[src/rtl/medidor_pkg.sv]
// Shared types and defaults for the period meter.
package medidor_pkg;

  typedef enum logic [1:0] {
    OCIOSO,
    ARMADO,
    MEDINDO
  } estado_t;

  localparam int unsigned CNT_W_PADRAO = 6;

endpackage

[src/rtl/detector_borda.sv]
// Rising-edge detector: registers din and pulses borda for one cycle on each 0->1 transition.
module detector_borda (
  input  logic clk,
  input  logic reset,
  input  logic din,
  output logic borda
);

  logic din_q;

  always_ff @(posedge clk) begin
    if (reset) begin
      din_q <= 1'b0;
    end else begin
      din_q <= din;
    end
  end

  assign borda = din & ~din_q;

endmodule

[src/rtl/medidor_periodo.sv]
// Measures cycles between rising edges of evento, flags mismatches against periodo_esperado,
// and presents each result through a valid/ack handshake.
module medidor_periodo
  import medidor_pkg::*;
#(
  parameter int unsigned CNT_W = CNT_W_PADRAO
) (
  input  logic             clk,
  input  logic             reset,
  input  logic             habilita,
  input  logic             evento,
  input  logic [CNT_W-1:0] periodo_esperado,
  output logic [CNT_W-1:0] periodo,
  output logic             valido,
  input  logic             ack,
  output logic             erro,
  output logic             estouro,
  output logic             perdido
);

  localparam logic [CNT_W-1:0] CntMax = '1;
  localparam logic [CNT_W-1:0] CntUm  = CNT_W'(1);

  logic             borda;
  estado_t          estado_q;
  logic [CNT_W-1:0] cnt_q;
  logic             publica;
  logic             estouro_next;

  logic [CNT_W-1:0] periodo_q;
  logic             valido_q;
  logic             erro_q;
  logic             estouro_q;
  logic             perdido_q;

  detector_borda u_detector_borda (
    .clk  (clk),
    .reset(reset),
    .din  (evento),
    .borda(borda)
  );

  // A result exists only when an edge closes a period that an earlier edge opened.
  assign publica      = habilita && (estado_q == MEDINDO) && borda;
  assign estouro_next = (cnt_q == CntMax);

  // Dropping habilita wins over any edge and throws away the partial count.
  always_ff @(posedge clk) begin
    if (reset) begin
      estado_q <= OCIOSO;
      cnt_q    <= '0;
    end else if (!habilita) begin
      estado_q <= OCIOSO;
      cnt_q    <= '0;
    end else begin
      unique case (estado_q)
        OCIOSO: begin
          estado_q <= ARMADO;
        end
        ARMADO: begin
          if (borda) begin
            estado_q <= MEDINDO;
            cnt_q    <= CntUm;
          end
        end
        MEDINDO: begin
          if (borda) begin
            cnt_q <= CntUm;
          end else if (cnt_q != CntMax) begin
            cnt_q <= cnt_q + CntUm;
          end
        end
        default: begin
          estado_q <= OCIOSO;
          cnt_q    <= '0;
        end
      endcase
    end
  end

  // A publish in the same cycle as ack hands over the old result and loads the new one.
  always_ff @(posedge clk) begin
    if (reset) begin
      periodo_q <= '0;
      valido_q  <= 1'b0;
      erro_q    <= 1'b0;
      estouro_q <= 1'b0;
      perdido_q <= 1'b0;
    end else if (publica) begin
      periodo_q <= cnt_q;
      estouro_q <= estouro_next;
      erro_q    <= estouro_next | (cnt_q != periodo_esperado);
      valido_q  <= 1'b1;
      if (valido_q && !ack) begin
        perdido_q <= 1'b1;
      end
    end else if (valido_q && ack) begin
      valido_q <= 1'b0;
    end
  end

  assign periodo = periodo_q;
  assign valido  = valido_q;
  assign erro    = erro_q;
  assign estouro = estouro_q;
  assign perdido = perdido_q;

endmodule

[config.mk]
export PLATFORM = sky130hd
export DESIGN_NAME = medidor_periodo
export DESIGN_NICKNAME = d
export VERILOG_FILES = /design/src/rtl/medidor_pkg.sv /design/src/rtl/detector_borda.sv /design/src/rtl/medidor_periodo.sv
export SDC_FILE = /design/constraint.sdc
export NUM_CORES = 1
export LEC_CHECK = 0
export CELL_PAD_IN_SITES_DETAIL_PLACEMENT = 0
export CELL_PAD_IN_SITES_GLOBAL_PLACEMENT = 1
export CORE_ASPECT_RATIO = 0.7
export CORE_MARGIN = 3
export CORE_UTILIZATION = 39
export CTS_BUF_LIST = sky130_fd_sc_hd__clkbuf_2
export DETAILED_ROUTE_END_ITERATION = 10
export PLACE_DENSITY = 0.93
export SYNTH_ARGS = -nofsm -noshare
export SYNTH_HDL_FRONTEND = slang
export SYNTH_SLANG_ARGS = --single-unit
[constraint.sdc]
create_clock -name clk -period 1.85 [get_ports clk]
set_input_delay 0.37 -clock clk [delete_from_list [all_inputs] [get_ports clk]]
set_output_delay 0.37 -clock clk [all_outputs]
set_load 0.005 [all_outputs]
==> reports/metrics.yaml <==
rsz0062_at_grt: "no"
tightest_slew_ns: 0.465
ys_types: 36
synth_area_um2: 1010
comb_power_share_pct: 13.3
fin_ws_ns: 0.150
synth.avg_cell_area_um2: 8.66
p_total_w: 0.000706
cts_max_level: 1
outcome: "completed"
p_sw_share_pct: 26.1
maxSlewHeadroom_pct: 68.2
fmax_ghz: 0.588
via_per_inst: 5.11
yosysWarningCount: 0
drive_above_1_share_pct: 13.1
hold_violations: 0
synth_edf_count: 0
wl_per_cell_um: 13.8
dpl.hpwl_um: 1890
drt-initial-drc-count: 40
dieArea_um2: 3260
endpoint_kind: "flip-flop"
worstSkewPairLatency_ns: 0.33
rows: 14
drv_slew: 0
fin_crit_ns: 1.70
numCtsBuffers: 3
place_inst: 173
overflow: 0
criticalPathCategory: "flip-flop to flip-flop"
synthFlopType: "dfxtp_1"
hold_class: "flip-flop to flip-flop"
seqPwrFrac_pct: 59.1
p_clk_share_pct: 27.6
p_leak_nw: 0.493
synth.top_cell.area_share_pct: 37.5
core_area_um2: 2290
cp_max_fo: 3
grt_pass1_wl_um: 4140
path_clk_slew_ns: 0.19
cts_sinks: 19
post-route-period-util_pct: 91.9
worstSetupStartpointType: "flip-flop"
clockBufferDepth: 2
final_cell_mix: "20 x clkdlybuf4s50_1, 19 x nand2_1, 18 x dfxtp_1"
ant_nets: 0
power.switching_w: 0.000184
route.vias.total: 905
async_flop_share_pct: 0
pwr_density_cell_nw_per_um2: 545
synth.area.top_cells: "dfxtp_1 38%, nand2_1 7.0%, ha_1 6.2%"
required_ns: 2.14
drt_pass1_iterations: 4
synth_top_cell_by_area: "dfxtp_1"
root_buffer: "clkbuf_2"
syn_inst: 117
die_h_um: 48.7
tritoncts: "done"
maxCapViolations: 0
post_cts_buffers: 0
final_cells: 177
initial_utilization_pct: 44.2
gp_congestion: 0.847
layout_commonest_cell: "clkdlybuf4s50_1"
setup_viol: 0
drc: 0
grt_max_degree: 13
grtUsageTotal_pct: 16.7
clock_skew_ns: 0.0160
die_w_um: 66.9
grt_pass1_vias: 916
place_ws_ns: -0.0161
syn_nets: 133
place_area_um2: 1270
antenna_found_initial: 0
ys_ff_latch: 19
areaGrowthSynthToFinish_pct: 27.8
wl_um: 2440
hold_buffers: 0
ios: 21
num_antenna_cells: 0
ir_worst_vdd_mv: 0.293
nets: 162
internal_power_w: 0.000521
portBuffers: 20
final_util_pct: 56.4
fin_area_um2: 1290
cp.arrival_ns: 1.99
ys_seq_area_share_pct: 37.5
## layer usage
layer | wire length (µm) | track usage, % | share of wire, %
met1 | 1190 | 21.4 | 49
met2 | 1090 | 27.0 | 45
met3 | 131 | 4.86 | 5.4
met4 | 31 | 5.05 | 1.3
met5 | 0 | 0 | 0
## worst max-delay path, stage by stage (launching register included)
cell and delay, ns:
dfxtp_1 0.40, inv_1 0.09, ha_1 0.19, or2_1 0.27, a211o_1 0.29, or3_1 0.31, a21oi_1 0.12
## worst paths after layout
| check | start | end | slack (ns) | cells past startpoint |
|---|---|---|---|---|
| worst max-delay path | estado_q[1] | cnt_q[3] | 0.15 | 6 |
| worst min-delay path | estouro | estouro | 0.47 | 2 |
| worst max register to register | estado_q[1] | cnt_q[3] | 0.15 | 6 |
| worst min register to register | estouro | estouro | 0.47 | 2 |
## logic make-up (layout without fill, tap and decap cells)
logic type / after synthesis / after routing / share of synthesized area, %
multiplexers: 4 / 4 / 3.95
XOR/XNOR: 6 / 6 / 5.19
flip-flops: 19 / 19 / 37.5
adder cells (fa/ha/maj): 5 / 5 / 6.17
buffers and inverters: 10 / 38 / 6.91
AND/OR/NAND/NOR: 48 / 48 / 23.1
AO/OA/AOI/OAI: 25 / 25 / 17.2
## state kept, by name, summed over array words and instances (netlist names)
register and count:
estado_q 2, cnt_q 6, valido 1, erro 1, perdido 1, u_detector_borda.din_q 1
estouro 1, periodo 6
## through the flow
step,hold WS [ns],setup TNS [ns]
floorplan,0.442,0
global placement,0.444,0
detailed placement,0.451,-0.0161
CTS,0.473,0
global route,0.489,0
finish,0.470,0
## Yosys cell counts, types with 2 or more instances
cell      number
dfxtp_1       19
nand2_1       19
a21oi_1       11
nor2_1         8
nand3_1        6
ha_1           5
inv_1          4
mux2i_1        4
xnor2_1        4
nor2b_1        3
and3_1         2
buf_6          2
clkbuf_1       2
nand2b_1       2
nor4_1         2
o211ai_1       2
o221a_2        2
xor2_1         2
## power groups by stage
stage | clock network, W | registers (W) | logic (W)
after global routing | 0.000224 | 0.000419 | 0.000104
after floorplan | 0 | 0.000424 | 0.0000492
final | 0.000195 | 0.000417 | 0.0000942
after detailed placement | 0 | 0.000425 | 0.0000926
after CTS | 0.000203 | 0.000417 | 0.0000940
after global placement | 0 | 0.000425 | 0.0000904
## layout make-up
class,count,area (µm²)
multi-input cells,88,563
repair buffers,30,275
well taps,32,40.0
inverters,4,15.0
fillers,219,1000
flip-flops and latches,19,382
clock buffers,4,20.0
## what timing repair did
action / CTS / global route
setup endpoints to repair: 0 / 1
gates resized for setup: 0 / 1
endpoints found under the hold margin: 0 / 0
(Power assumes the default switching activity.)
